==> config.mk <==
export PLATFORM = sky130hd
export DESIGN_NAME = prince_core_sequencer
export DESIGN_NICKNAME = d
export VERILOG_FILES = /design/src/rtl/prince_core_sequencer.sv
export SDC_FILE = /design/constraint.sdc
export NUM_CORES = 1
export LEC_CHECK = 0
export BUFFER_PORTS_ARGS = -buffer_cell sky130_fd_sc_hd__buf_2
export CORE_AREA = 2 2 399 401
export CTS_CLUSTER_DIAMETER = 150
export DETAILED_ROUTE_END_ITERATION = 10
export DIE_AREA = 0 0 401 403
export PLACE_DENSITY = 0.32
export SYNTH_ARGS = -nofsm -noshare
export SYNTH_HDL_FRONTEND = slang
export SYNTH_SLANG_ARGS = --single-unit
==> constraint.sdc <==
create_clock -name clk -period 20.6 [get_ports clk]
set_clock_uncertainty 0.05 [all_clocks]
set_input_delay 2.06 -clock clk [delete_from_list [all_inputs] [get_ports clk]]
set_output_delay 2.06 -clock clk [all_outputs]
set_load 0.02 [all_outputs]
==> src/rtl/prince_core_sequencer.sv <==
// ---------------------------------------------------------------------------
// prince_core_sequencer
//
// Host-side driver for the masked PRINCE round pipeline. It accepts one
// shared plaintext/key pair from the host, launches the core by pulsing the
// round controller's start/load input, and waits for the controller's done.
// It then captures the shared ciphertext and returns it to the host. Only
// one operation is in flight at a time.
//
// The shares are passed through untouched and are never combined, so no
// unmasked value appears anywhere in this block.
//
// Ports
//   clk        rising-edge clock
//   reset      asynchronous, active-high reset
//   in_valid   host offers in_pt/in_key
//   in_ready   sequencer can accept (idle only, combinational from state)
//   in_pt      shared plaintext (64*SHARES)
//   in_key     shared key (128*SHARES)
//   core_start start/load pulse to the core's round controller
//   core_pt    registered plaintext; stable from one accept to the next
//   core_key   registered key; stable from one accept to the next
//   core_done  done level from the core's controller
//   core_ct    core ciphertext shares, valid while core_done is high
//   out_valid  ciphertext (or error) available to the host
//   out_ready  host consumes the result
//   out_ct     registered ciphertext shares (zero on timeout)
//   out_err    qualifies out_valid: 1 = core never reported done
//   busy       high while the core is being started or is running
// ---------------------------------------------------------------------------
module prince_core_sequencer #(
    parameter int SHARES       = 2,
    parameter int START_CYCLES = 1,
    parameter int MAX_LATENCY  = 96
) (
    input  logic                    clk,
    input  logic                    reset,
    input  logic                    in_valid,
    output logic                    in_ready,
    input  logic [64*SHARES-1:0]    in_pt,
    input  logic [128*SHARES-1:0]   in_key,
    output logic                    core_start,
    output logic [64*SHARES-1:0]    core_pt,
    output logic [128*SHARES-1:0]   core_key,
    input  logic                    core_done,
    input  logic [64*SHARES-1:0]    core_ct,
    output logic                    out_valid,
    input  logic                    out_ready,
    output logic [64*SHARES-1:0]    out_ct,
    output logic                    out_err,
    output logic                    busy
);

    localparam int DW = 64 * SHARES;
    localparam int KW = 128 * SHARES;
    localparam int CW = $clog2(MAX_LATENCY + 1);
    localparam int SW = (START_CYCLES > 1) ? $clog2(START_CYCLES) : 1;

    typedef enum logic [1:0] {
        IDLE,
        START,
        RUN,
        OUT
    } stateT;

    stateT          state;
    stateT          nextState;
    logic [SW-1:0]  startCnt;
    logic [CW-1:0]  runCnt;
    logic [CW-1:0]  runCntInc;
    logic           accept;
    logic           startDone;
    logic           timeout;
    logic           takeCt;
    logic           takeErr;

    assign in_ready  = (state == IDLE);
    assign accept    = in_valid && (state == IDLE);
    assign startDone = (startCnt == SW'(START_CYCLES - 1));

    // The run counter saturates so it can never wrap back into a value that
    // looks like a fresh run.
    assign runCntInc = (runCnt == CW'(MAX_LATENCY)) ? runCnt : runCnt + 1'b1;
    assign timeout   = (runCntInc == CW'(MAX_LATENCY));

    // State register.
    always_ff @(posedge clk or posedge reset) begin
        if (reset) begin
            state <= IDLE;
        end else begin
            state <= nextState;
        end
    end

    // Next-state logic. core_done is only looked at in RUN, so a done level
    // the core keeps holding after completion, or a glitch while the
    // controller is still being loaded, can never complete an operation.
    // When done and timeout coincide, done takes priority.
    always_comb begin
        nextState = state;
        takeCt    = 1'b0;
        takeErr   = 1'b0;
        case (state)
            IDLE: begin
                if (accept) begin
                    nextState = START;
                end
            end
            START: begin
                if (startDone) begin
                    nextState = RUN;
                end
            end
            RUN: begin
                if (core_done) begin
                    takeCt    = 1'b1;
                    nextState = OUT;
                end else if (timeout) begin
                    takeErr   = 1'b1;
                    nextState = OUT;
                end
            end
            OUT: begin
                if (out_ready) begin
                    nextState = IDLE;
                end
            end
            default: begin
                nextState = IDLE;
            end
        endcase
    end

    // Datapath and registered outputs. The control outputs are derived from
    // nextState so that each one changes on the same edge as the state
    // transition that causes it. core_pt/core_key load only on accept, so
    // the core sees stable shares for the whole operation.
    always_ff @(posedge clk or posedge reset) begin
        if (reset) begin
            core_pt    <= '0;
            core_key   <= '0;
            startCnt   <= '0;
            runCnt     <= '0;
            out_ct     <= '0;
            out_err    <= 1'b0;
            core_start <= 1'b0;
            out_valid  <= 1'b0;
            busy       <= 1'b0;
        end else begin
            if (accept) begin
                core_pt  <= in_pt;
                core_key <= in_key;
            end
            startCnt <= (state == START) ? startCnt + 1'b1 : '0;
            runCnt   <= (state == RUN) ? runCntInc : '0;
            if (takeCt) begin
                out_ct  <= core_ct;
                out_err <= 1'b0;
            end else if (takeErr) begin
                out_ct  <= '0;
                out_err <= 1'b1;
            end
            core_start <= (nextState == START);
            out_valid  <= (nextState == OUT);
            busy       <= (nextState == START) || (nextState == RUN);
        end
    end

endmodule
=== Yosys cells after proc, flatten, opt, wreduce, memory -nomap -nowiden ===
Cells that the tools add are included.

* Register bits after elaboration: 526
* Bits of input ports: 517
* Output and inout port bits: 517

* Reductions and logical operators: 4
* Mux-type cells: 18
* Equal/unequal tests: 8
* Add/sub/neg operators: 2

{| class="wikitable"
|+ Operators with widths
! kind !! number
|-
| 2-to-1 mux 128 bit || 2
|-
| equality test 7 bit, second input constant || 2
|-
| 2-to-1 mux 7 bit || 2
|-
| 2-to-1 mux 2 bit || 5
|-
| equality test 2 bit, second input constant || 4
|-
| 2-to-1 mux 1 bit || 8
|-
| case mux 2 bit (4 select lines) || 1
|-
| adder 7 x 1 -> 7 bit, second input constant || 1
|-
| equality test 2 x 1 -> 1 bit, second input constant || 2
|-
| logical NOT 2 bit || 1
|-
| nonzero test 2 bit || 1
|-
| adder 1 bit, second input constant || 1
|-
| logical AND 1 bit || 1
|-
| logical OR 1 bit || 1
|}

=== Logic depth before layout (Yosys ltp) ===
* Depth after elaboration: 8
* Depth in mapped cells: 11

=== Worst setup path after synthesis ===
No wires, ideal clock.

* Kind: input to register
* From: input in_valid
* To: register core_key[100]
* Path slack: 17219 ps
* Arrival: 3206 ps
* Buffers on the path: 3
* Required time: 20425 ps
* Stages: 5
* Cell sequence: and2_1 > clkbuf_1 > clkbuf_1 > buf_2 > mux2_2

* Word-level cells in the longest chain between the ends: 1

{| class="wikitable"
|+ RTL lines
! item !! line !! RTL
|-
| from (decl) || 38 || <nowiki>input logic in_valid,</nowiki>
|-
| logical AND 1 bit || 78 || <nowiki>assign accept = in_valid && (state == IDLE);</nowiki>
|-
| to (signal assigned) || 152 || <nowiki>core_key <= in_key;</nowiki>
|-
| to (decl) || 44 || <nowiki>output logic [128*SHARES-1:0] core_key,</nowiki>
|}

Every way passes these cells.
A chain may end at the register's enable or synchronous reset.

==> impl_results.md <==
- # Max-Cap Violations: 0
- Post_cts resized: 0
- Hold WS: 448 ps
- Final nets: 2,999
- FP Rows: 146
- Avg WL per Cell: 20.6 microns
- Slowest stage delay, CP: 860 ps
- Ys Warns: 0
- Layout cells sized above 1: 61.2%
- CTS tree: done
- Clk Latency, worst-skew pair: 650 ps
- Final Critical Period: 4510 ps
- Worst path slowest cell: buf_4
- Reg clk slew, reported paths: 60 ps
- Worst setup margin: 16,090 ps
- Hold_buf cts: 0
- Avg Vias per Cell: 3.49
- Fin crit share: 21.9%
- Bufs and invs on worst path: 5
- Num CTS Buffers: 73
- Longest Clk Path Bufs: 3
- Syn avg cell area: 14.2 sq um
- RSZ-0062 raised after global routing: false
- Launch point of the worst path: reset
- Synth Cell Area: 20,800 sq um
- Total Routed Length: 95.2 mm
- First-pass GRT wire length: 132 mm
- Adder-Cell Fraction of Synth Area: 0.181%
- Critical path arrival: 5080 ps
- Reg2Reg Depth: 5
- Synth top area share: 63.4%
- R2R Path End: core_key[218]$_DFFE_PP0P_
- Relative slew slack: 33.5%
- Post-CTS setup buffers: 0
- Cell variety after synth: 36
- Total global-route track usage: 11.4%
- Largest family of logic cells by synthesized area: multiplexers
- Synth Instances: 1,458
- Max Freq: 222 MHz
- FF-to-FF setup slack: 16,950 ps
- Layout fillers: 17,395
- CP top delay family: buffers and inverters
- Root buf cell: clkbuf_16
- Die H: 403 microns
- Xor and xnor fraction of the mapped netlist area: 0.295%
- Worst r2r src: state[1]$_DFF_PP0_
- Vias: 16,117
- Initial DRC count: 733
- Die area: 162,000 sq um
- Compound-Gate Fraction of Synth Area: 8.14%
- Top cell by count, worst path: buf_4
- H-Tree Depth: 3
- Final antenna-violating net count: 0
- Seq cells post-synth: 526
- Area Overhead vs Synth: 48.5%
- Hold Vio Cnt, Final: 0
- Setup_tns: 0 ps
- Vias in the first global route: 16,674
- Total gr overflow: 0
- P_leak: 14.0 nW
- CP endpoint kind: async pin
- Core Box Area: 157,000 sq um
- Simple-gate portion of the synthesized area: 4.70%
- Dpl ws: 15,170 ps
- Largest net degree at the start of global routing: 140
- Required time of the critical path: 21,180 ps
- Crit path cell chain: buf_2 > inv_8 > buf_4 > buf_4 > buf_4
- Final setup violation count: 0
- Slew @ Worst Pin: 997 ps
- Prevailing post-synth register cell: dfrtp_1
- Sequential area share after synthesis: 63.4%
- Cell with the most instances after synthesis: dfrtp_1
- Initial antenna violation count: 45
- Die width: 401 microns
- Worst ir drop on vdd: 0.0000880 V
- Critical Path Fanout Max: 94
- Crit path kind: primary input to async pin
- Most instantiated cells after synthesis: dfrtp_1 (526), mux2_2 (384), nand2b_1 (129)
- Design Power: 5.58 mW
- Cell taking the most area after synthesis: dfrtp_1
- Setup crit start kind: primary input
- Hpwl dp: 72.1 mm
- Synth top area cells: dfrtp_1 (63%), mux2_2 (21%), a22oi_1 (4.6%), nand2b_1 (3.9%), o21ai_0 (2.9%)
- Max Slew Vio Count: 0
- Hold Path Cell Cnt: 1
- Synthesized Nets: 1,978
- Placer Congestion: 0.773
- Hold Crit Class: flop to flop
- Hold path endpoint: core_key[139]$_DFFE_PP0P_
- Finished Layout Cells: 4,621
- PD cells: 181 nW/um^2
- Post-synthesis async set-or-reset flop share: 100%
- Mux cell area share after synthesis: 20.9%
- Min-delay src: core_key[139]$_DFFE_PP0P_
- Initial Util: 13.2%
- Clock Sinks: 526
- Drt pass-1 iters: 4
- IO Pins: 1,034
- Status: complete, no violations
- Residual DRC: 0
- Port Buffers: 1,033
- Placed Cells: 4,476
- EDFF count, synth: 0
## cell families (layout without fill, tap and decap cells)
family,after synthesis,in the layout
other,0,14
multiplexers,386,386
adder cells (fa/ha/maj),3,3
AO/OA/AOI/OAI,267,267
AND/OR/NAND/NOR,160,160
XOR/XNOR,7,7
flip-flops,526,526
buffers and inverters,109,1186
## where the power goes
part | switching (mW) | internal [mW] | total, mW
Combinational | 1.43 | 0.887 | 2.32
Sequential | 0.351 | 1.56 | 1.91
Clock | 0.532 | 0.822 | 1.35
Total | 2.31 | 3.27 | 5.58
## cells in the final DEF (no fill, tap or decap), types with 4 or more instances in the layout
cell and n:
a22oi_1 128, buf_2 1033, buf_4 15, bufinv_16 8, clkbuf_1 18, clkbuf_16 73, clkbuf_8 16, clkinv_2 8
dfrtp_1 526, diode_2 14, inv_1 4, mux2_2 384, nand2b_1 128, nand3_1 4, nor2_1 8, o21ai_0 121
o21ai_1 8, xnor2_1 4
## final cells by class
cell class | instances | area, sq um | area share [%]
Sequential cell | 526 | 13200 | 42.7
Multi-Input combinational cell | 823 | 7120 | 23.1
Timing Repair Buffer | 1050 | 5320 | 17.3
Tap cell | 2072 | 2590 | 8.41
Clock buffer | 107 | 2110 | 6.86
Clock inverter | 24 | 454 | 1.47
Antenna cell | 14 | 35.0 | 0.114
Inverter | 5 | 26.3 | 0.0852
## worst max path at each step
stage	depth (start not counted)	end	slack, ps
final	5	core_pt[126]$_DFFE_PP0P_	16090
after global routing	5	core_pt[91]$_DFFE_PP0P_	15570
after CTS	5	core_pt[126]$_DFFE_PP0P_	15930
after detailed placement	5	core_pt[91]$_DFFE_PP0P_	15170
after global placement	5	core_pt[91]$_DFFE_PP0P_	15130
after floorplan	1	busy$_DFF_PP0_	3790
## per-stage QoR
stage	cell area, sq um	util, %
final	30800	19.6
after global routing	30800	19.6
after CTS	30800	19.6
after detailed placement	28200	17.9
after global placement	28200	17.9
after floorplan	20800	-
## flip-flops by register name, indices dropped and copies added (netlist names)
signal	cells
core_key	256
core_pt	128
out_ct	128
runCnt	7
state	2
busy	1
core_start	1
out_err	1
out_valid	1
startCnt	1
## worst register-to-register path: cells and delay by family (launching register included)
kind                   cells  cell delay [ps]
multiplexers               1              780
AND/OR/NAND/NOR            2              940
buffers and inverters      2             1260
flip-flops                 1              480
## metal layers
| layer | share of wire (%) | global-route usage (%) | wire [microns] | vias to the layer above |
|---|---|---|---|---|
| li1 | - | - | - | 7281 |
| met2 | 51 | 19.6 | 48600 | 573 |
| met3 | 8.1 | 4.63 | 7690 | 167 |
| met1 | 38 | 12.7 | 36100 | 8066 |
| met4 | 2.7 | 3.76 | 2540 | 30 |
| met5 | 0.18 | 0 | 174 | - |
Note: power is estimated with default switching activity, not from simulation.
